## config.mk

```make
export PLATFORM = sky130hd
export DESIGN_NAME = ps2_host_writer
export DESIGN_NICKNAME = d
export VERILOG_FILES = /design/src/rtl/ps2_host_writer_pkg.sv /design/src/rtl/ps2_line_sync.sv /design/src/rtl/ps2_host_writer.sv
export SDC_FILE = /design/constraint.sdc
export NUM_CORES = 1
export LEC_CHECK = 0
export BUFFER_PORTS_ARGS = -buffer_cell sky130_fd_sc_hd__buf_2
export CAP_MARGIN = 10
export CORE_MARGIN = 3
export CORE_UTILIZATION = 40
export CTS_CLUSTER_SIZE = 25
export DETAILED_ROUTE_END_ITERATION = 12
export PLACE_DENSITY_LB_ADDON = 0.15
export SETUP_SLACK_MARGIN = 0.4
export SYNTH_ARGS = -nofsm -noshare
export SYNTH_HDL_FRONTEND = slang
export SYNTH_HIERARCHICAL = 1
export SYNTH_SLANG_ARGS = --single-unit
```

## constraint.sdc

```tcl
create_clock -name clk -period 5.3 [get_ports clk]
set_input_delay 0.265 -clock clk [delete_from_list [all_inputs] [get_ports clk]]
set_output_delay 0.265 -clock clk [all_outputs]
set_load 0.01 [all_outputs]
```

## src/rtl/ps2_host_writer_pkg.sv

```systemverilog
// Shared PS/2 definitions: transmitter states, command bytes and the
// microsecond-to-cycle conversion used to size the protocol timers.
package ps2_host_writer_pkg;

    typedef enum logic [2:0] {
        ST_IDLE,
        ST_INHIBIT,
        ST_REQ,
        ST_SEND,
        ST_ACK,
        ST_WAIT_IDLE,
        ST_DONE,
        ST_FAIL
    } tx_state_e;

    localparam logic [7:0] PS2_CMD_SET_LEDS = 8'hED;
    localparam logic [7:0] PS2_CMD_ECHO     = 8'hEE;
    localparam logic [7:0] PS2_CMD_ENABLE   = 8'hF4;
    localparam logic [7:0] PS2_CMD_RESET    = 8'hFF;
    localparam logic [7:0] PS2_RSP_ACK      = 8'hFA;
    localparam logic [7:0] PS2_RSP_RESEND   = 8'hFE;

    function automatic int unsigned us_to_cycles(input int unsigned clk_hz, input int unsigned us);
        return (clk_hz / 32'd1_000_000) * us;
    endfunction

endpackage

```

## src/rtl/ps2_line_sync.sv

```systemverilog
// Two-flop synchronizer for one raw PS/2 line plus a falling-edge strobe.
// Flops reset to 1 so an idle (pulled-up) line never produces a fall.
module ps2_line_sync (
    input  logic clk,
    input  logic rst,
    input  logic line_i,
    output logic level_o,
    output logic fall_o
);

    logic meta_q, meta_d;
    logic sync_q, sync_d;
    logic prev_q, prev_d;

    always_comb begin
        meta_d = line_i;
        sync_d = meta_q;
        prev_d = sync_q;
    end

    always_ff @(posedge clk) begin
        if (rst) begin
            meta_q <= 1'b1;
            sync_q <= 1'b1;
            prev_q <= 1'b1;
        end else begin
            meta_q <= meta_d;
            sync_q <= sync_d;
            prev_q <= prev_d;
        end
    end

    assign level_o = sync_q;
    assign fall_o  = prev_q & ~sync_q;

endmodule

```

## src/rtl/ps2_host_writer.sv

```systemverilog
// PS/2 host-to-device command transmitter (inhibit / request-to-send / device-clocked).
// Optional PS2_TX_RETRY_EN: failed attempts are retried up to MAX_RETRY times.
module ps2_host_writer
    import ps2_host_writer_pkg::*;
#(
    parameter int unsigned CLK_HZ     = 50_000_000,
    parameter int unsigned INHIBIT_US = 100,
    parameter int unsigned TIMEOUT_US = 15000
`ifdef PS2_TX_RETRY_EN
    ,
    parameter int unsigned MAX_RETRY  = 2
`endif
) (
    input  logic       clk,
    input  logic       rst,
    input  logic       ps2CLK,
    input  logic       ps2DATA,
    output logic       ps2ClkLow,
    output logic       ps2DataLow,
    input  logic [7:0] txData,
    input  logic       txValid,
    output logic       txReady,
    output logic       busy,
    output logic       txDone,
    output logic       txErr
);

    localparam int unsigned INHIBIT_CYC = us_to_cycles(CLK_HZ, INHIBIT_US);
    localparam int unsigned TIMEOUT_CYC = us_to_cycles(CLK_HZ, TIMEOUT_US);
    localparam int unsigned INH_W = (INHIBIT_CYC > 1) ? $clog2(INHIBIT_CYC) : 1;
    localparam int unsigned TO_W  = $clog2(TIMEOUT_CYC + 1);
    localparam logic [INH_W-1:0] INH_LAST = INH_W'(INHIBIT_CYC - 1);
    localparam logic [TO_W-1:0]  TO_LAST  = TO_W'(TIMEOUT_CYC - 1);
    localparam logic [TO_W-1:0]  TO_MAX   = TO_W'(TIMEOUT_CYC);

    logic clk_level, clk_fall, data_level, data_fall_unused;

    ps2_line_sync u_clk_sync (
        .clk    (clk),
        .rst    (rst),
        .line_i (ps2CLK),
        .level_o(clk_level),
        .fall_o (clk_fall)
    );

    ps2_line_sync u_data_sync (
        .clk    (clk),
        .rst    (rst),
        .line_i (ps2DATA),
        .level_o(data_level),
        .fall_o (data_fall_unused)
    );

    tx_state_e        state_q, state_d;
    logic [7:0]       shreg_q, shreg_d;
    logic             par_q, par_d;
    logic [3:0]       bit_cnt_q, bit_cnt_d;
    logic [INH_W-1:0] inh_cnt_q, inh_cnt_d;
    logic [TO_W-1:0]  to_cnt_q, to_cnt_d;
    logic             clk_low_q, clk_low_d;
    logic             data_low_q, data_low_d;
    logic             ready_q, ready_d;
    logic             busy_q, busy_d;
    logic             done_q, done_d;
    logic             err_q, err_d;
    logic             attempt_fail;
    logic             timed_out;
    logic             next_bit;

`ifdef PS2_TX_RETRY_EN
    localparam int unsigned RETRY_W = (MAX_RETRY > 0) ? $clog2(MAX_RETRY + 1) : 1;
    logic [RETRY_W-1:0] retry_cnt_q, retry_cnt_d;
`endif

    always_ff @(posedge clk) begin
        if (rst) begin
            state_q    <= ST_IDLE;
            shreg_q    <= '0;
            par_q      <= 1'b0;
            bit_cnt_q  <= '0;
            inh_cnt_q  <= '0;
            to_cnt_q   <= '0;
            clk_low_q  <= 1'b0;
            data_low_q <= 1'b0;
            ready_q    <= 1'b1;
            busy_q     <= 1'b0;
            done_q     <= 1'b0;
            err_q      <= 1'b0;
`ifdef PS2_TX_RETRY_EN
            retry_cnt_q <= '0;
`endif
        end else begin
            state_q    <= state_d;
            shreg_q    <= shreg_d;
            par_q      <= par_d;
            bit_cnt_q  <= bit_cnt_d;
            inh_cnt_q  <= inh_cnt_d;
            to_cnt_q   <= to_cnt_d;
            clk_low_q  <= clk_low_d;
            data_low_q <= data_low_d;
            ready_q    <= ready_d;
            busy_q     <= busy_d;
            done_q     <= done_d;
            err_q      <= err_d;
`ifdef PS2_TX_RETRY_EN
            retry_cnt_q <= retry_cnt_d;
`endif
        end
    end

    // A fall always wins over the timeout: the device was still clocking.
    assign timed_out = (to_cnt_q >= TO_LAST) && !clk_fall;

    always_comb begin
        state_d      = state_q;
        shreg_d      = shreg_q;
        par_d        = par_q;
        bit_cnt_d    = bit_cnt_q;
        inh_cnt_d    = inh_cnt_q;
        to_cnt_d     = to_cnt_q;
        attempt_fail = 1'b0;
`ifdef PS2_TX_RETRY_EN
        retry_cnt_d  = retry_cnt_q;
`endif
        if (state_q == ST_SEND || state_q == ST_ACK || state_q == ST_WAIT_IDLE) begin
            if (clk_fall)
                to_cnt_d = '0;
            else if (to_cnt_q != TO_MAX)
                to_cnt_d = to_cnt_q + TO_W'(1);
        end
        case (state_q)
            ST_IDLE: begin
                if (txValid) begin
                    shreg_d   = txData;
                    par_d     = ~^txData;
                    bit_cnt_d = '0;
                    inh_cnt_d = '0;
`ifdef PS2_TX_RETRY_EN
                    retry_cnt_d = '0;
`endif
                    state_d   = ST_INHIBIT;
                end
            end
            ST_INHIBIT: begin
                if (inh_cnt_q == INH_LAST)
                    state_d = ST_REQ;
                else
                    inh_cnt_d = inh_cnt_q + INH_W'(1);
            end
            ST_REQ: begin
                to_cnt_d = '0;
                state_d  = ST_SEND;
            end
            ST_SEND: begin
                if (clk_fall) begin
                    bit_cnt_d = bit_cnt_q + 4'd1;
                    if (bit_cnt_q == 4'd9)
                        state_d = ST_ACK;
                end else if (timed_out) begin
                    attempt_fail = 1'b1;
                end
            end
            ST_ACK: begin
                if (clk_fall) begin
                    if (!data_level)
                        state_d = ST_WAIT_IDLE;
                    else
                        attempt_fail = 1'b1;
                end else if (timed_out) begin
                    attempt_fail = 1'b1;
                end
            end
            ST_WAIT_IDLE: begin
                if (clk_level && data_level)
                    state_d = ST_DONE;
                else if (timed_out)
                    attempt_fail = 1'b1;
            end
            ST_DONE:  state_d = ST_IDLE;
            ST_FAIL:  state_d = ST_IDLE;
            default:  state_d = ST_IDLE;
        endcase
        if (attempt_fail) begin
`ifdef PS2_TX_RETRY_EN
            if (retry_cnt_q < RETRY_W'(MAX_RETRY)) begin
                retry_cnt_d = retry_cnt_q + RETRY_W'(1);
                bit_cnt_d   = '0;
                inh_cnt_d   = '0;
                state_d     = ST_INHIBIT;
            end else begin
                state_d = ST_FAIL;
            end
`else
            state_d = ST_FAIL;
`endif
        end
    end

    assign next_bit = (bit_cnt_q < 4'd8) ? shreg_q[bit_cnt_q[2:0]] : par_q;

    // Outputs are decoded from the next state so every port comes straight off a flop.
    always_comb begin
        clk_low_d  = (state_d == ST_INHIBIT) || (state_d == ST_REQ);
        data_low_d = 1'b0;
        if (state_d == ST_REQ)
            data_low_d = 1'b1;
        else if (state_d == ST_SEND) begin
            if (state_q != ST_SEND)
                data_low_d = 1'b1;
            else if (clk_fall)
                data_low_d = ~next_bit;
            else
                data_low_d = data_low_q;
        end
        ready_d = (state_d == ST_IDLE);
        busy_d  = (state_d != ST_IDLE);
        done_d  = (state_d == ST_DONE) || (state_d == ST_FAIL);
        err_d   = (state_d == ST_FAIL);
    end

    assign ps2ClkLow  = clk_low_q;
    assign ps2DataLow = data_low_q;
    assign txReady    = ready_q;
    assign busy       = busy_q;
    assign txDone     = done_q;
    assign txErr      = err_q;

endmodule

```

==> results of run 1 <==
## metal layers
layer / vias to the layer above / track usage [%] / share of wire (%)
met2: 35 / 25.63 / 46
met5: - / 0 / 0
met3: 5 / 5.500 / 4.1
met4: 0 / 4.209 / 0.86
li1: 1195 / - / -
met1: 1055 / 20.19 / 49
## final cells by class
class                      instances  area (um2)  area share (%)
multi-input combinational        252        1555           48.88
sequential                        60        1201           37.75
clock buffer                      15       176.4           5.545
tap                               96       120.1           3.775
timing repair buffer              18       90.09           2.831
inverter                           9       33.78           1.062
clock inverter                     1       5.005          0.1573
## cell usage in the layout (no fill, tap or decap), types with 2 or more instances in the layout
cell      count
clkbuf_8     12
a31oi_1       3
o21ai_0       8
xnor2_1      22
nand4_1       7
inv_1         9
nor2_1       47
and3_1        8
nand2_1      33
and4_1        3
or2_1         5
a311oi_1      2
nand3_1      21
nor3_1       10
nand2b_1      2
nand4b_1      3
nor2b_1       3
xor2_1       11
a21oi_1      22
ha_1          5
or3_1         6
mux4_2        2
or4_1         2
clkbuf_1      3
and2_1        2
mux2i_1       2
buf_2        18
nand3b_1      2
dfxtp_1      60
## power groups by stage
stage | Clock (mW) | Combinational [mW] | Sequential, mW
3_3_place_gp | 0 | 0.0500 | 0.477
3_5_place_dp | 0 | 0.0503 | 0.477
5_1_grt | 0.411 | 0.0565 | 0.468
4_1_cts | 0.387 | 0.0506 | 0.467
6_report | 0.376 | 0.0498 | 0.467
2_1_floorplan | 0 | 0.0374 | 0.475
## per-stage QoR
| stage | util, % | cell area, um2 | setup slack (ns) | hold WS, ns | instances |
|---|---|---|---|---|---|
| 2_1_floorplan | - | 2860 | 2.971 | 0.3621 | 335 |
| 3_3_place_gp | 43.68 | 3000 | 2.923 | 0.3885 | 435 |
| 3_5_place_dp | 43.68 | 3000 | 2.882 | 0.3955 | 435 |
| 4_1_cts | 46.32 | 3182 | 2.867 | 0.09787 | 451 |
| 5_1_grt | 46.32 | 3182 | 2.749 | 0.1186 | 451 |
| 6_report | 46.32 | 3182 | 2.861 | 0.1154 | 451 |
## worst paths after layout
path	from	slack [ns]	cells past startpoint	to
max reg2reg	inh_cnt_q[4]	2.86	6	ps2ClkLow
min reg2reg	u_data_sync/meta_q	0.40	1	u_data_sync/level_o
max	inh_cnt_q[4]	2.86	6	ps2ClkLow
min	ps2CLK	0.12	2	u_clk_sync/meta_q
## sequential cells by signal, summed over array words and instances (netlist names), 3 cells and up
name	count
state_q	3
to_cnt_q	20
inh_cnt_q	13
shreg_q	8
bit_cnt_q	4
## worst max-delay path: stages (launching register included)
cell	delay (ns)
dfxtp_1	0.35
or4b_1	0.53
or4_1	0.65
nand2_1	0.18
and3_1	0.24
and3_1	0.27
a2111oi_4	0.09
==> run metrics, run 1 <==
Critical Path Sink Type=register; drt first pass iters=4; clock buffer depth=2; first-pass GRT wire length=10680 um; Placer Congestion=0.8254; routed len/inst=13.18 um; Fmax achieved=410.0 MHz; core area=0.006869 mm2; WP data required=5.49 ns; Post-Syn Area=0.002860 mm2; Fin. Hold Viols=0; Num Clock Sinks=60; vias in the first global route=2248; Net Sw Power=203.2 uW; die area=0.008201 mm2; hold buffers post-CTS=0; post-CTS sizing=0; FILL cells=705; Arr. time, crit path=2.63 ns; routed vias=2290; hpwl dp=4158 um; final net count=368; Pint=688.8 uW; Leakage=1.100 nW; grt total ovfl=0; GRT Total Usage=15.89%; slew at the pin with the worst max-slew slack=0.6579 ns; max-cap check violation count=0; clock skew=0.008511 ns; Crit Path Category=register to register; IO buf count=18; starting density of the core=41.64%; Root Buffer=clkbuf_8; synth warn=6; crit-path max FO=6; initial drt markers=110; Worst-Skew Late Latency=0.33 ns; antenna cells=0; Max IR drop VDD=186.5 uV; RSZ-0062 raised after global routing=false; drt total wl=5946 um; clock-pin transition on the worst setup and hold timing paths=0.06 ns; Net Sw Frac=22.78%; DR vias/cell=5.078; CP Launch Type=register; CTS tree=done; # rows=30; power share of the combinational group=5.6%; Design Power=892.1 uW; Flop pwr share=52.3%; H-tree levels=3; Final Setup Violations=0; fin. max-slew vios=0; pwr dens=280.4 mW/mm2; status=completed; die width=90.56 um; period utilization=46.02%; Area Growth Syn to Fin=11.24%; clock period minus worst slack=2.439 ns; post-synthesis average cell area=8.538 um2; drt drc=0; die height=90.56 um; Setup TNS Final=0 ns; Setup Fix Bufs, Post-CTS=0; syn_nets=353; Final ANT Viol Nets=0; normalized max-slew margin=56.04%; hold crit path type=input port to register; top-level I/O count=19; Clk pwr share=42.1%; CTS Buf Count=9; Gate Count Post-Synth=335; largest net degree at the start of global routing=31; layout cells sized above 1=11.55%; antenna violations before repair=0
Note: power is estimated with default switching activity, not from simulation.
==> run 2, diff against run 1 <==
ABC_AREA = 1   (was unset)
clock period = 2 ns   (was 5.3 ns; I/O delays follow)
==> run metrics, run 2 <==
status=completed (unchanged); WP data required=2.23 ns (was 5.49 ns); Net Sw Frac=23.50% (was 22.78%); CTS Buf Count=9 (unchanged); antenna violations before repair=0 (unchanged); Top Registers=to_cnt_q: 20 flops, inh_cnt_q: 13 flops, shreg_q: 8 flops (unchanged); die area=0.009511 mm2 (was 0.008201 mm2); die height=97.53 um (was 90.56 um); Seq. cell area=0.001236 mm2 (was 0.001201 mm2); die width=97.53 um (was 90.56 um); normalized max-slew margin=72.04% (was 56.04%); Design Power=2.592 mW (was 892.1 uW); clock buffer depth=2 (unchanged); drt total wl=8863 um (was 5946 um); max-cap check violation count=0 (unchanged); Root Buffer=clkbuf_8 (unchanged); commonest non-fill, non-tap cell in the layout=nand2_1 (was dfxtp_1); post-synthesis average cell area=6.557 um2 (was 8.538 um2); fin area=0.004355 mm2 (was 0.003182 mm2); clock skew=0.009723 ns (was 0.008511 ns); GRT Total Usage=18.32% (was 15.89%); hold crit path type=input port to register (unchanged); FILL cells=785 (was 705); slew at the pin with the worst max-slew slack=0.4136 ns (was 0.6579 ns); H-tree levels=3 (unchanged); DP Area=0.003567 mm2 (was 0.003000 mm2); layout cells sized above 1=28.05% (was 11.55%); final net count=588 (was 368); vias in the first global route=3181 (was 2248); Layout Utilization=54.94% (was 46.32%); routed len/inst=13.11 um (was 13.18 um); Biggest register=to_cnt_q (unchanged); core area=0.007928 mm2 (was 0.006869 mm2); pwr dens=595.1 mW/mm2 (was 280.4 mW/mm2); hpwl dp=5962 um (was 4158 um); drt first pass iters=5 (was 4); Arr. time, crit path=1.96 ns (was 2.63 ns); initial drt markers=130 (was 110); Final Setup Violations=0 (unchanged); CP Launch Type=register (unchanged); routed vias=3408 (was 2290); IO buf count=18 (unchanged); first-pass GRT wire length=14350 um (was 10680 um); power share of the combinational group=8.6% (was 5.6%); Setup TNS Final=0 ns (unchanged); Crit Path Category=register to register (unchanged); Max IR drop VDD=358.5 uV (was 186.5 uV); Fmax achieved=578.4 MHz (was 410.0 MHz); drt drc=0 (unchanged); Pint=1.983 mW (was 688.8 uW); Gate Count Post-Synth=511 (was 335); fin. max-slew vios=0 (unchanged); Critical Path Sink Type=register (unchanged); Fin. Hold Viols=0 (unchanged); antenna cells=0 (unchanged); dpl ws=0.1099 ns (was 2.882 ns); Clk pwr share=43.8% (was 42.1%); CTS tree=done (unchanged); syn_nets=529 (was 353); synth warn=6 (unchanged); largest net degree at the start of global routing=18 (was 31); top-level I/O count=19 (unchanged); Worst-Skew Late Latency=0.34 ns (was 0.33 ns); DR vias/cell=5.041 (was 5.078); RSZ-0062 raised after global routing=true (was false); clock-pin transition on the worst setup and hold timing paths=0.06 ns (about the same); # rows=32 (was 30); max reg flops=20 (unchanged); grt total ovfl=0 (unchanged); Placer Congestion=0.8801 (was 0.8254); Net Sw Power=609.2 uW (was 203.2 uW); crit-path max FO=6 (unchanged); multi-input logic area=0.002105 mm2 (was 0.001555 mm2); most frequent cells in the layout=nand2_1 (113), nor2_1 (59), inv_1 (57), dfxtp_1 (42), a21oi_1 (34) (was dfxtp_1 (60), nor2_1 (47), nand2_1 (33), a21oi_1 (22), xnor2_1 (22)); setup ws final=0.2710 ns (was 2.861 ns); Num Clock Sinks=60 (unchanged); Leakage=1.795 nW (was 1.100 nW); Area Growth Syn to Fin=29.99% (was 11.24%); starting density of the core=42.27% (was 41.64%); clock period minus worst slack=1.729 ns (was 2.439 ns); Final ANT Viol Nets=0 (unchanged); Flop pwr share=47.6% (was 52.3%); Post-Syn Area=0.003351 mm2 (was 0.002860 mm2); period utilization=86.45% (was 46.02%)
run 2: metrics by stage:
step | hold slack [ns] | cells
2_1_floorplan | 0.1691 | 511
3_3_place_gp | 0.2788 | 630
6_report | 0.04823 | 676
4_1_cts | 0.03688 | 663
5_1_grt | 0.04589 | 676
3_5_place_dp | 0.2850 | 630
run 2: path summary, 6_finish.rpt:
| kind | from | to | slack [ns] | cells past startpoint |
|---|---|---|---|---|
| min | txData[4] | shreg_q[4] | 0.05 | 3 |
| min reg2reg | u_clk_sync/meta_q | u_clk_sync/level_o | 0.41 | 2 |
| max reg2reg | to_cnt_q[0] | to_cnt_q[18] | 0.27 | 10 |
| max | to_cnt_q[0] | to_cnt_q[18] | 0.27 | 10 |
run 2: final cells by class:
type | count | share of cell area [%]
multi-input combinational | 373 | 48.32
sequential | 60 | 28.38
timing repair buffer | 56 | 9.193
inverter | 70 | 6.521
clock buffer | 14 | 3.964
tap | 102 | 2.930
clock inverter | 1 | 0.6895
run 2: power groups by stage:
stage | clock, mW | combinational, mW | sequential [mW]
global route | 1.21 | 0.248 | 1.24
finish | 1.13 | 0.223 | 1.23
CTS | 1.16 | 0.198 | 1.23
global placement | 0 | 0.174 | 1.26
floorplan | 0 | 0.117 | 1.26
detailed placement | 0 | 0.175 | 1.26
run 2: repair_timing:
item / CTS / global route
gates resized for setup: 46 / 65
hold buffers: 2 / 0
buffers inserted: 16 / 12
pin swaps: 17 / 23
setup endpoints to repair: 40 / 43
cloned: 0 / 1
endpoints found under the hold margin: 2 / 0
run 2: worst max-delay path, cell delays in order, from the launching register on:
cell        delay, ns
dfxtp_4          0.37
inv_4            0.07
ha_4             0.12
nand3_2          0.07
nor3_2           0.20
nand3_2          0.15
nand2_4          0.15
clkinvlp_4       0.18
buf_12           0.18
nand4_1          0.06
a21oi_1          0.07
run 2: layer usage:
layer | wire length (um) | part of all wire, % | global-route usage (%)
met4 | 217 | 2.4 | 8.307
met5 | 0 | 0 | 0
met3 | 248 | 2.8 | 4.523
met1 | 3922 | 44 | 22.05
met2 | 4475 | 50 | 30.68
==> run 3, diff against run 2 <==
REMOVE_ABC_BUFFERS = 1   (was unset)
clock period = 1.6 ns   (was 2 ns; I/O delays follow)
==> run metrics, run 3 (synthesized netlist as in run 2, its figures left out) <==
Leakage=2.149 nW (was 1.795 nW); Seq. cell area=0.001230 mm2 (was 0.001236 mm2); antenna violations before repair=0 (unchanged); FILL cells=667 (was 785); CP Launch Type=register (unchanged); status=completed (unchanged); crit-path max FO=6 (unchanged); Critical Path Sink Type=register (unchanged); WP data required=1.83 ns (was 2.23 ns); first-pass GRT wire length=15840 um (was 14350 um); Final ANT Viol Nets=0 (unchanged); largest net degree at the start of global routing=17 (was 18); Highest Signal Layer=met4 (unchanged); die width=97.53 um (unchanged); clock-pin transition on the worst setup and hold timing paths=0.07 ns (was 0.06 ns); Fin. Hold Viols=0 (unchanged); IO buf count=18 (unchanged); drt first pass iters=5 (unchanged); grt total ovfl=0 (unchanged); clock skew=0.01174 ns (was 0.009723 ns); Top Registers=to_cnt_q: 20 flops, inh_cnt_q: 13 flops, shreg_q: 8 flops (unchanged); Final Setup Violations=0 (unchanged); DP Area=0.003935 mm2 (was 0.003567 mm2); multi-input logic area=0.002469 mm2 (was 0.002105 mm2); clock buffer depth=2 (unchanged); layout cells sized above 1=45.09% (was 28.05%); setup ws final=0.005662 ns (was 0.2710 ns); drt total wl=10080 um (was 8863 um); DR vias/cell=5.210 (was 5.041); met3 routed WL=447 um (was 248 um); Worst-Skew Late Latency=0.33 ns (was 0.34 ns); top-level I/O count=19 (unchanged); core area=0.007928 mm2 (unchanged); CTS tree=done (unchanged); CTS Buf Count=9 (unchanged); final net count=634 (was 588); pwr dens=644.0 mW/mm2 (was 595.1 mW/mm2); GRT Total Usage=19.81% (was 18.32%); Arr. time, crit path=1.82 ns (was 1.96 ns); dpl ws=-0.09054 ns (was 0.1099 ns); most frequent cells in the layout=nand2_1 (92), buf_4 (62), inv_1 (54), nor2_1 (48), dfxtp_1 (45) (was nand2_1 (113), nor2_1 (59), inv_1 (57), dfxtp_1 (42), a21oi_1 (34)); commonest non-fill, non-tap cell in the layout=nand2_1 (unchanged); clock period minus worst slack=1.594 ns (was 1.729 ns); starting density of the core=42.27% (unchanged); Worst Min Path Start=txData[6] (was txData[4]); Root Buffer=clkbuf_8 (unchanged); Crit Path Category=register to register (unchanged); Max IR drop VDD=524.2 uV (was 358.5 uV); slew at the pin with the worst max-slew slack=0.3174 ns (was 0.4136 ns); routed vias=3767 (was 3408); die height=97.53 um (unchanged); r2r startpoint=to_cnt_q[0] (unchanged); fin. max-slew vios=0 (unchanged); Num Clock Sinks=60 (unchanged); Biggest register=to_cnt_q (unchanged); Setup TNS Final=0 ns (unchanged); Placer Congestion=0.8894 (was 0.8801); hpwl dp=6420 um (was 5962 um); RSZ-0062 raised after global routing=true (unchanged); CP startpoint=to_cnt_q[0] (unchanged); antenna cells=0 (unchanged); fin area=0.005132 mm2 (was 0.004355 mm2); vias in the first global route=3498 (was 3181); routed len/inst=13.94 um (was 13.11 um); drt drc=0 (unchanged); Layout Utilization=64.74% (was 54.94%); H-tree levels=3 (unchanged); max reg flops=20 (unchanged); Area Growth Syn to Fin=53.17% (was 29.99%); hold crit path type=input port to register (unchanged); # rows=32 (unchanged); Fmax achieved=627.2 MHz (was 578.4 MHz); die area=0.009511 mm2 (unchanged); met2 wire len=4731 um (was 4475 um); normalized max-slew margin=78.82% (was 72.04%); initial drt markers=177 (was 130); max-cap check violation count=0 (unchanged); period utilization=99.65% (was 86.45%); Metal-1 WL=4768 um (was 3922 um)
-- run 3: metrics by stage --
| stage | power [mW] | cells | hold WS, ns |
|---|---|---|---|
| 3_5_place_dp | 1.832 | 679 | 0.2618 |
| 2_1_floorplan | 1.712 | 502 | 0.1491 |
| 5_1_grt | 3.440 | 723 | 0.02224 |
| 3_3_place_gp | 1.829 | 679 | 0.2630 |
| 4_1_cts | 3.201 | 713 | 0.01817 |
| 6_report | 3.305 | 723 | 0.02466 |
-- run 3: cell type report --
type                       count  share of cell area, %
timing repair inverter         1                 0.1219
tap                          102                  2.487
sequential                    60                  23.96
clock buffer                  11                  2.560
timing repair buffer         102                  16.09
inverter                      70                  5.656
multi-input combinational    372                  48.10
clock inverter                 5                  1.024
-- run 3: final timing paths --
check             slack [ns]  depth (start not counted)                  to
setup reg to reg       0.006                         10        to_cnt_q[11]
hold reg to reg         0.41                          2  u_clk_sync/level_o
hold / removal          0.02                          3          shreg_q[6]
setup / recovery       0.006                         10        to_cnt_q[11]
-- run 3: what timing repair did --
action | 4_1_cts | 5_1_grt
hold buffers | 2 | 0
pin swaps | 35 | 36
buffers inserted | 15 | 9
hold endpoints to repair | 2 | 0
gates cloned | 1 | 1
resized for setup | 127 | 108
endpoints found under the setup margin | 55 | 55
-- run 3: per-layer routing --
metal	GRT usage (%)	vias up
met5	0	-
met4	7.029	0
met3	3.159	15
met2	31.95	100
met1	26.73	1787
li1	-	1865
-- run 3: critical path: stages, from the launching register on --
cell     delay, ns
dfxtp_4       0.37
inv_4         0.07
ha_4          0.13
nand3_2       0.07
nor3_2        0.15
nand3_2       0.14
nand2_4       0.17
buf_6         0.15
nor3_2        0.04
a21oi_1       0.13
nor2_1        0.06
-- run 3: power by group --
part,total (mW),switching [mW],internal [mW]
clock,1.34,0.624,0.713
sequential,1.54,0.0210,1.52
combinational,0.426,0.233,0.193
